--- config.mk ---
export PLATFORM = sky130hd
export DESIGN_NAME = serial_sub_flat
export DESIGN_NICKNAME = d
export VERILOG_FILES = /design/src/rtl/serial_sub_pkg.sv /design/src/rtl/serial_sub_if.sv /design/src/rtl/serial_sub_fs.sv /design/src/rtl/serial_sub.sv /design/src/flat_wrapper.sv
export SDC_FILE = /design/constraint.sdc
export NUM_CORES = 1
export LEC_CHECK = 0
export ABC_AREA = 0
export BUFFER_PORTS_ARGS = -buffer_cell sky130_fd_sc_hd__buf_2
export CAP_MARGIN = 5
export CORE_ASPECT_RATIO = 0.5
export CORE_MARGIN = 1.5
export CORE_UTILIZATION = 30
export CTS_CLUSTER_SIZE = 14
export DETAILED_ROUTE_END_ITERATION = 8
export PLACE_DENSITY = 0.46
export SLEW_MARGIN = 10
export SYNTH_ARGS = -nofsm -noshare
export SYNTH_HDL_FRONTEND = slang
export SYNTH_SLANG_ARGS = --single-unit
--- constraint.sdc ---
create_clock -name clk -period 1.4 [get_ports clk]
set_input_delay 0.28 -clock clk [delete_from_list [all_inputs] [get_ports clk]]
set_output_delay 0.28 -clock clk [all_outputs]
set_load 0.01 [all_outputs]
--- src/rtl/serial_sub_pkg.sv ---
// Shared definitions for the bit-serial subtractor: FSM state encodings
// and the bit-counter width helper.
package serial_sub_pkg;

    typedef enum logic [1:0] {
        ST_IDLE  = 2'd0,
        ST_SHIFT = 2'd1,
        ST_DONE  = 2'd2
    } state_t;

    // Bit counter must index 0..W-1; never narrower than one bit.
    function automatic int cnt_width(input int w);
        return (w > 2) ? $clog2(w) : 1;
    endfunction

endpackage

--- src/rtl/serial_sub_if.sv ---
// Operand/result bundle of serial_sub. The ovf wire and its modport
// entries exist only when SERIAL_SUB_OVF_EN is defined.
interface serial_sub_if #(parameter int W = 4);

    logic         start;
    logic [W-1:0] a;
    logic [W-1:0] b;
    logic         busy;
    logic         done;
    logic [W-1:0] d;
    logic         bout;
`ifdef SERIAL_SUB_OVF_EN
    logic         ovf;
`endif

    // Requester side: drives operands, observes status and result.
    modport master (
        output start, a, b,
        input  busy, done, d, bout
`ifdef SERIAL_SUB_OVF_EN
        , input ovf
`endif
    );

    // Subtractor side.
    modport slave (
        input  start, a, b,
        output busy, done, d, bout
`ifdef SERIAL_SUB_OVF_EN
        , output ovf
`endif
    );

endinterface

--- src/rtl/serial_sub_fs.sv ---
// One-bit full subtractor y = a - b - bin, written as the databook gate
// netlist (xr2, ad2, or2, iv), one assign per gate.
module fs (
    output logic y,
    output logic bout,
    input  logic bin,
    input  logic a,
    input  logic b
);

    logic x_ab;    // xr2: a ^ b
    logic n_a;     // iv : ~a
    logic n_xab;   // iv : ~(a ^ b)
    logic g_brw;   // ad2: borrow generated (a=0, b=1)
    logic p_brw;   // ad2: borrow propagated (a==b, bin=1)

    assign x_ab  = a ^ b;
    assign y     = x_ab ^ bin;
    assign n_a   = ~a;
    assign n_xab = ~x_ab;
    assign g_brw = n_a & b;
    assign p_brw = n_xab & bin;
    assign bout  = g_brw | p_brw;

endmodule

--- src/rtl/serial_sub.sv ---
// Bit-serial unsigned subtractor d = a - b (mod 2^W), LSB first, one
// full-subtractor cell reused for W cycles with a borrow flop between bits.
// Optional feature macro: SERIAL_SUB_OVF_EN (adds signed-overflow output).
module serial_sub
    import serial_sub_pkg::*;
#(
    parameter int W = 4
) (
    input  logic         clk,
    input  logic         rst,
    serial_sub_if.slave  bus
);

    localparam int CW = cnt_width(W);

    state_t         state_q, state_d;
    logic [W-1:0]   sa, sb, d_q;
    logic [CW-1:0]  cnt;
    logic           brw;
    logic           bout_q;
    logic           diff, bnext;
    logic           last_bit;
    logic           accept;

    // The single reused cell operates on the current LSBs.
    fs u_fs (
        .y    (diff),
        .bout (bnext),
        .bin  (brw),
        .a    (sa[0]),
        .b    (sb[0])
    );

    assign last_bit = (cnt == CW'(W - 1));
    assign accept   = (state_q == ST_IDLE) && bus.start;

    // State register.
    always_ff @(posedge clk or posedge rst) begin
        if (rst) state_q <= ST_IDLE;
        else     state_q <= state_d;
    end

    // Next-state logic; start is only honoured in IDLE.
    always_comb begin
        state_d = state_q;
        case (state_q)
            ST_IDLE:  if (bus.start) state_d = ST_SHIFT;
            ST_SHIFT: if (last_bit)  state_d = ST_DONE;
            ST_DONE:  state_d = ST_IDLE;
            default:  state_d = ST_IDLE;
        endcase
    end

    // Datapath: capture operands on accept, shift one bit per SHIFT cycle.
    // d is the shift register itself, so it shows partial results while busy.
    always_ff @(posedge clk or posedge rst) begin
        if (rst) begin
            sa     <= '0;
            sb     <= '0;
            d_q    <= '0;
            cnt    <= '0;
            brw    <= 1'b0;
            bout_q <= 1'b0;
        end else if (accept) begin
            sa  <= bus.a;
            sb  <= bus.b;
            brw <= 1'b0;
            cnt <= '0;
        end else if (state_q == ST_SHIFT) begin
            d_q <= {diff, d_q[W-1:1]};
            sa  <= sa >> 1;
            sb  <= sb >> 1;
            brw <= bnext;
            cnt <= cnt + 1'b1;
            if (last_bit) bout_q <= bnext;
        end
    end

`ifdef SERIAL_SUB_OVF_EN
    logic am, bm, ovf_q;

    // Operand MSBs are shifted out early, so keep them for the overflow term,
    // which is resolved together with the result MSB on the last bit.
    always_ff @(posedge clk or posedge rst) begin
        if (rst) begin
            am    <= 1'b0;
            bm    <= 1'b0;
            ovf_q <= 1'b0;
        end else if (accept) begin
            am <= bus.a[W-1];
            bm <= bus.b[W-1];
        end else if (state_q == ST_SHIFT && last_bit) begin
            ovf_q <= (am ^ bm) & (am ^ diff);
        end
    end

    assign bus.ovf = ovf_q;
`endif

    assign bus.busy = (state_q == ST_SHIFT);
    assign bus.done = (state_q == ST_DONE);
    assign bus.d    = d_q;
    assign bus.bout = bout_q;

endmodule

--- src/flat_wrapper.sv ---
// flat-port wrapper written by rule: the top's interface ports become plain ports
module serial_sub_flat import serial_sub_pkg::*;
#(
    parameter int W = 4
)
  (clk, rst, bus_start, bus_a, bus_b, bus_busy, bus_done, bus_d, bus_bout);
  serial_sub_if #(.W(W)) bus_i ();
  input  logic clk;
  input  logic rst;
  input wire logic [$bits(bus_i.start)-1:0] bus_start;
  input wire logic [$bits(bus_i.a)-1:0] bus_a;
  input wire logic [$bits(bus_i.b)-1:0] bus_b;
  output wire logic [$bits(bus_i.busy)-1:0] bus_busy;
  output wire logic [$bits(bus_i.done)-1:0] bus_done;
  output wire logic [$bits(bus_i.d)-1:0] bus_d;
  output wire logic [$bits(bus_i.bout)-1:0] bus_bout;
  assign bus_i.start = bus_start;
  assign bus_i.a = bus_a;
  assign bus_i.b = bus_b;
  assign bus_busy = bus_i.busy;
  assign bus_done = bus_i.done;
  assign bus_d = bus_i.d;
  assign bus_bout = bus_i.bout;
  serial_sub #(.W(W)) u_core (.clk(clk), .rst(rst), .bus(bus_i));
endmodule
==> results of run 1 <==
[worst max-delay path by stage]
stage	start	to	slack (ns)	depth (start not counted)
after floorplan	u_core.state_q[1]	u_core.sa[0]	0.34	5
after detailed placement	u_core.state_q[1]	bus_busy	0.16	3
after global placement	u_core.state_q[1]	bus_busy	0.19	3
after CTS	u_core.state_q[1]	bus_busy	0.04	3
final	u_core.state_q[1]	bus_busy	0.06	3
after global routing	u_core.state_q[1]	bus_done	0.002	3
[kinds of logic after synthesis]
family	count (synthesis)	synth area share (%)
AOI/OAI and AO/OA	30	20.8
adders and majority gates	2	4.00
buffers and inverters	9	6.00
DFF	18	55.4
and+or+nand+nor	24	13.8
[timing repair]
item                                    4_1_cts  5_1_grt
resized for setup                             1        1
endpoints found under the setup margin        2        2
hold buffers                                  0        0
setup buffers                                 3        0
[per-layer routing]
metal / global-route usage (%) / vias up / part of all wire (%)
met5: 0 / - / 0
met4: 2.78 / 0 / 0.76
met3: 4.42 / 2 / 3.3
met2: 22.1 / 11 / 46
met1: 15.6 / 317 / 50
li1: - / 329 / -
[area by class of cell]
type	count	area [µm²]	share of cell area [%]
clock buffers	4	55.1	5.46
repair buffers	21	115	11.4
flip-flops and latches	18	453	44.9
inverters	6	25.0	2.48
well taps	37	46.3	4.59
multi-input cells	56	314	31.1
[layout by cell type (no fill, tap or decap)]
cell / Yosys / routed
clkbuf_8: 0 / 4
nand2b_4: 1 / 1
buf_4: 1 / 4
a21oi_1: 8 / 8
nand2_1: 16 / 16
fa_1: 1 / 1
inv_1: 5 / 5
buf_2: 1 / 17
o21ai_0: 7 / 7
dfrtp_2: 0 / 2
ha_1: 1 / 1
nand2b_1: 1 / 1
nor2b_1: 2 / 2
o22ai_1: 12 / 12
inv_4: 1 / 1
o21ai_1: 2 / 2
nor2_1: 3 / 3
and2_4: 1 / 1
a21oi_2: 1 / 1
dfrtp_1: 18 / 16
[power groups by stage]
stage | combinational, µW | sequential, µW | clock [µW]
2_1_floorplan | 671 | 944 | 0
3_3_place_gp | 870 | 962 | 0
3_5_place_dp | 879 | 971 | 0
4_1_cts | 941 | 956 | 439
5_1_grt | 1050 | 988 | 461
6_report | 925 | 962 | 418
[state kept, by name (all words and copies together) (netlist names)]
name and cells:
u_core.sb 4, u_core.bus.d 4, u_core.bus.bout 1, u_core.state_q 2, u_core.brw 1, u_core.sa 4, u_core.cnt 2
[worst max-delay path, delay by kind of cell, from the launching register on]
kind,cells,cell delay (ns)
DFF,1,0.43
buffers and inverters,2,0.23
and+or+nand+nor,1,0.16
[per-stage QoR]
step	std cells	area (µm²)	total power (µW)	hold slack, ns
detailed placement	135	928	1850	0.310
CTS	142	1010	2340	0.0358
global route	142	1010	2500	0.0549
finish	142	1010	2310	0.0312
global placement	135	928	1830	0.303
floorplan	83	813	1620	0.219
==> results by group, run 1 <==
Status
  • Run status: complete, no violations

Setup path
  • R2r startpoint: u_core.state_q[1]
  • Startpoint types: flip-flop
  • Worst stage delay on the critical path: 0.43 ns
  • CP max FO: 8
  • Setup Crit Path Kind: reg2out
  • Reg-to-reg endpoint: u_core.sa[0]
  • Critical Path RT: 1.12 ns
  • Critical Path AT: 1.06 ns
  • CP max stage cell: dfrtp_2
  • Worst path cell trace: nand2b_4, inv_4, buf_2
  • R2R Setup Slk: between 0.2 and 0.25 ns
  • Worst Reg-to-Reg Cells: 4
  • CP Capture Type: output port

Floorplanning
  • Die ar.: ~3000 µm²
  • Initial Utilization: 31.4%
  • Die height: approximately 40 µm
  • Core Footprint: 2590 µm²
  • I/O pin count: 18
  • DIE WIDTH: around 77 µm
  • Core Rows: 13

Yosys
  • Post-Syn Nets: 96
  • Commonest cells in the netlist: dfrtp_1 (18), nand2_1 (16), o22ai_1 (12)
  • Synthesized area: 813 µm²
  • Most common cell in the synthesized netlist: dfrtp_1
  • Post-synth top flop: dfrtp_1
  • Post-synth ARST share: 100%
  • Largest area contributor in the netlist: dfrtp_1
  • Mapped Avg Cell Area: 9.80 µm²
  • EDFF count, synth: 0
  • Top cells by area, synth: dfrtp_1 (55%), o22ai_1 (9.2%), nand2_1 (7.4%)
  • Synthesized instance count: 83
  • Synth unique cells: 19
  • Seq/Total Area, Yosys: 55.4%
  • Area share of the largest cell type after synthesis: 55.4%
  • Yosys warns: 0
  • Synth Register Bits: 18

Timing
  • Slew Limit Fails: 0
  • RSZ-0062 raised after global routing: false
  • Setup TNS: 0 ns
  • Slew margin rel.: 81.5%
  • Final setup vio count: 0
  • Worst Tran Pin Value: 0.276 ns
  • Final Hold Fails: 0
  • Max frequency: 744 MHz
  • Setup Skew: 0.00265 ns
  • Tcrit/Tclk final: 96.1%
  • Worst setup margin: about 0.055 ns
  • Fin crit period: 1.34 ns

Power and ir drop
  • Combinational Power Share: 40.1%
  • Internal: 1420 µW
  • Share of total power in the clock network: a little under a fifth
  • Register share of total power: 41.7%
  • Power Density: between 2000 and 2500 nW/µm²
  • Peak supply drop: around 0.58 mV
  • P_sw: about 890 µW
  • Net Sw Frac: 38.5%
  • Leak pwr: between 0.0004 and 0.0005 µW

Clock network
  • H-tree depth: 1
  • TritonCTS clock tree: yes
  • CTS buffer count: 3
  • CTS clk-pin slew, worst paths: 0.07 ns
  • Clk root buf: clkbuf_8
  • Longest Clk Path Bufs: 2
  • Clock latency on the worst-skew pair: 0.25 ns
  • Sink Count: 18

Routing
  • Final wirelength: about 1700 µm
  • Drt drc: 0
  • Via-to-Cell Ratio: 4.64
  • Via count: between 600 and 700
  • DR WL/cell: 12.0 µm
  • Drt pass-1 iters: 4
  • Initial drt markers: 46
  • Antenna viol nets, final: 0

Final layout
  • Ratio of cells with drive above 1 in the final layout: around 30%
  • Final #Nets: 119
  • Area grow syn2layout: 24.0%
  • Final core occ: 39.0%
  • Filler cell count: 272
  • Diodes inserted: 0

GRT
  • Overflow after GRT: 0
  • Initial antenna violation count: 0
  • Pin count of the biggest net entering global routing: 19
  • Vias in the first global route: 622
  • Overall Global Routing Usage: 12.7%
  • First-pass GRT wire length: about 2800 µm

Placement
  • Routability Congestion: 0.745
  • # port buffers: 17
  • Setup WS pre-CTS: 0.157 ns
  • Detailed placer's ending HPWL: 1210 µm

Run
  • Max-cap violations: 0

Worst hold path
  • HP Class: in2async
Power figures use the tool's default switching activity.
==> run 2: changes to the inputs <==
--- a/config.mk
+++ b/config.mk
@@ -11,6 +11,7 @@
 export CORE_ASPECT_RATIO = 0.5
 export CORE_MARGIN = 1.5
 export CORE_UTILIZATION = 30
+export CTS_BUF_LIST = sky130_fd_sc_hd__clkbuf_2
 export CTS_CLUSTER_SIZE = 14
 export DETAILED_ROUTE_END_ITERATION = 8
 export PLACE_DENSITY = 0.46
==> results by group, run 2 (synthesis results as in run 1) <==
Status
  • Run status: complete, no violations

Timing
  • Setup TNS: 0 ns (unchanged)
  • Final Hold Fails: 0 (unchanged)
  • Worst Tran Pin Value: 0.281 ns (+0.00548 ns)
  • Slew margin rel.: 81.2% (-0.37 points)
  • Max frequency: 731 MHz (-1.7%)
  • Tcrit/Tclk final: 97.7% (+1.6 points)
  • Final setup vio count: 0 (unchanged)
  • Slew Limit Fails: 0 (unchanged)
  • Setup Skew: 0.00409 ns (+0.00143 ns)
  • RSZ-0062 raised after global routing: true
  • WHS: 0.197 ns (+0.166 ns)
  • Fin crit period: 1.37 ns (+0.0229 ns)

Routing
  • Drt drc: 0 (unchanged)
  • DR WL/cell: 12.0 µm (-0.11%)
  • Initial drt markers: 46 (unchanged)
  • Via-to-Cell Ratio: 4.68 (+0.90%)
  • Via count: 679 (+3.0%)
  • Final wirelength: 1740 µm (+2.0%)
  • Drt pass-1 iters: 4 (unchanged)
  • Antenna viol nets, final: 0 (unchanged)

Power and ir drop
  • Leak pwr: 0.000489 µW (+0.22%)
  • Register share of total power: 43.7% (+2.0 points)
  • P_sw: 905 µW (+2.0%)
  • Combinational Power Share: 46.1% (+6.0 points)
  • Net Sw Frac: 41.2% (+2.7 points)
  • Internal: 1290 µW (-8.9%)
  • Peak supply drop: 0.605 mV (+3.8%)
  • Power Density: 2180 nW/µm² (-4.5%)
  • Share of total power in the clock network: 10.3% (-7.8 points)

Floorplanning
  • Core Rows: 13 (unchanged)
  • Core Footprint: 2590 µm² (unchanged)
  • I/O pin count: 18 (unchanged)
  • DIE WIDTH: 76.6 µm (unchanged)
  • Die height: 39.8 µm (unchanged)
  • Initial Utilization: 31.4% (unchanged)
  • Die ar.: 3050 µm² (unchanged)

Setup path
  • CP max FO: 5 (-3)
  • CP max stage cell: dfrtp_2
  • Setup Crit Path Kind: reg2out
  • Critical Path RT: 1.12 ns (about the same)
  • Critical Path AT: 1.09 ns (+0.03 ns)
  • Worst stage delay on the critical path: 0.47 ns (+0.04 ns)
  • Largest delay share family, worst path: flip-flops
  • Worst path cell trace: nand2b_4, clkinv_4, buf_6
  • CP Capture Type: output port
  • Critical path buffers and inverters: 2 (unchanged)
  • Startpoint types: flip-flop

GRT
  • Vias in the first global route: 626 (+0.64%)
  • Overall Global Routing Usage: 12.9% (+0.21 points)
  • Initial antenna violation count: 0 (unchanged)
  • Pin count of the biggest net entering global routing: 19 (unchanged)
  • Overflow after GRT: 0 (unchanged)
  • First-pass GRT wire length: 2860 µm (+0.99%)

Final layout
  • Final #Nets: 122 (+2.5%)
  • Area grow syn2layout: 23.7%
  • Register area: 453 µm² (unchanged)
  • Diodes inserted: 0 (unchanged)
  • Most frequent cells in the layout: nand2_1 (16), buf_2 (16), dfrtp_1 (16)
  • Area of the multi-input gates: 314 µm² (unchanged)
  • Filler cell count: 280 (+2.9%)
  • Ratio of cells with drive above 1 in the final layout: 30.6% (+1.0 points)

Clock network
  • Longest Clk Path Bufs: 2 (unchanged)
  • Clock latency on the worst-skew pair: 0.30 ns (+0.05 ns)
  • H-tree depth: 1 (unchanged)
  • CTS clk-pin slew, worst paths: 0.18 ns (+0.11 ns)
  • Clk root buf: clkbuf_2
  • CTS buffer count: 3 (unchanged)
  • Sink Count: 18 (unchanged)
  • TritonCTS clock tree: yes

Worst hold path
  • HP Class: in2reg

Placement
  • Routability Congestion: 0.745 (unchanged)
  • # port buffers: 17 (unchanged)
  • Detailed placer's ending HPWL: 1210 µm (unchanged)

Run
  • Max-cap violations: 0 (unchanged)
## run 2: what timing repair did
| item | CTS | global route |
|---|---|---|
| pin swaps | 0 | 0 |
| resized for setup | 3 | 3 |
| hold buffers | 1 | 0 |
| hold endpoints to repair | 18 | 0 |
| buffers inserted | 3 | 2 |
| setup endpoints to repair | 2 | 2 |
## run 2: through the flow
stage          power, µW  utilization [%]  instance area (µm²)  std cells  setup slack, ns
6_report            2200             38.9                 1010        145           0.0323
5_1_grt             2400             38.9                 1010        145          -0.0536
4_1_cts             2170             38.3                  990        143          -0.0266
3_5_place_dp        1850             35.9                  928        135            0.157
3_3_place_gp        1830             35.9                  928        135            0.192
2_1_floorplan       1620                -                  813         83            0.335
## run 2: cell type report
class                           count  share of cell area [%]
Tap cell                           37                    4.60
Clock buffer                        3                    1.49
Timing Repair Buffer               24                    14.6
Sequential cell                    18                    45.0
Clock inverter                      1                   0.373
Inverter                            6                    2.74
Multi-Input combinational cell     56                    31.2
## run 2: worst register-to-register path, stage by stage, from the launching register on
cell      delay (ns)
dfrtp_2         0.47
buf_4           0.14
nand2b_1        0.24
o22ai_1         0.17
a21oi_1         0.09
## run 2: path summary, 6_finish.rpt
check / start / endpoint / slack (ns) / cells past startpoint
hold / removal: bus_a[3] / u_core.sa[3] / 0.20 / 3
hold reg to reg: u_core.bus.d[0] / u_core.bus.d[0] / 0.50 / 2
setup / recovery: u_core.state_q[1] / bus_busy / 0.03 / 3
min in group asynchronous: rst / u_core.sb[1] / 0.51 / 4
max in group asynchronous: rst / u_core.state_q[1] / 0.68 / 4
setup reg to reg: u_core.state_q[1] / u_core.sa[0] / 0.19 / 4
## run 2: metal layers
layer	global-route usage (%)	up-vias	wire length, µm
met1	15.9	320	865
met2	21.9	19	784
met4	4.17	0	13
met5	0	-	0
met3	4.42	2	73
li1	-	338	-
## run 2: power groups by stage
stage               combinational (µW)  clock (µW)  sequential (µW)
floorplan                          671           0              944
global route                      1140         264              987
global placement                   870           0              962
finish                            1010         225              959
detailed placement                 879           0              971
CTS                                977         236              952
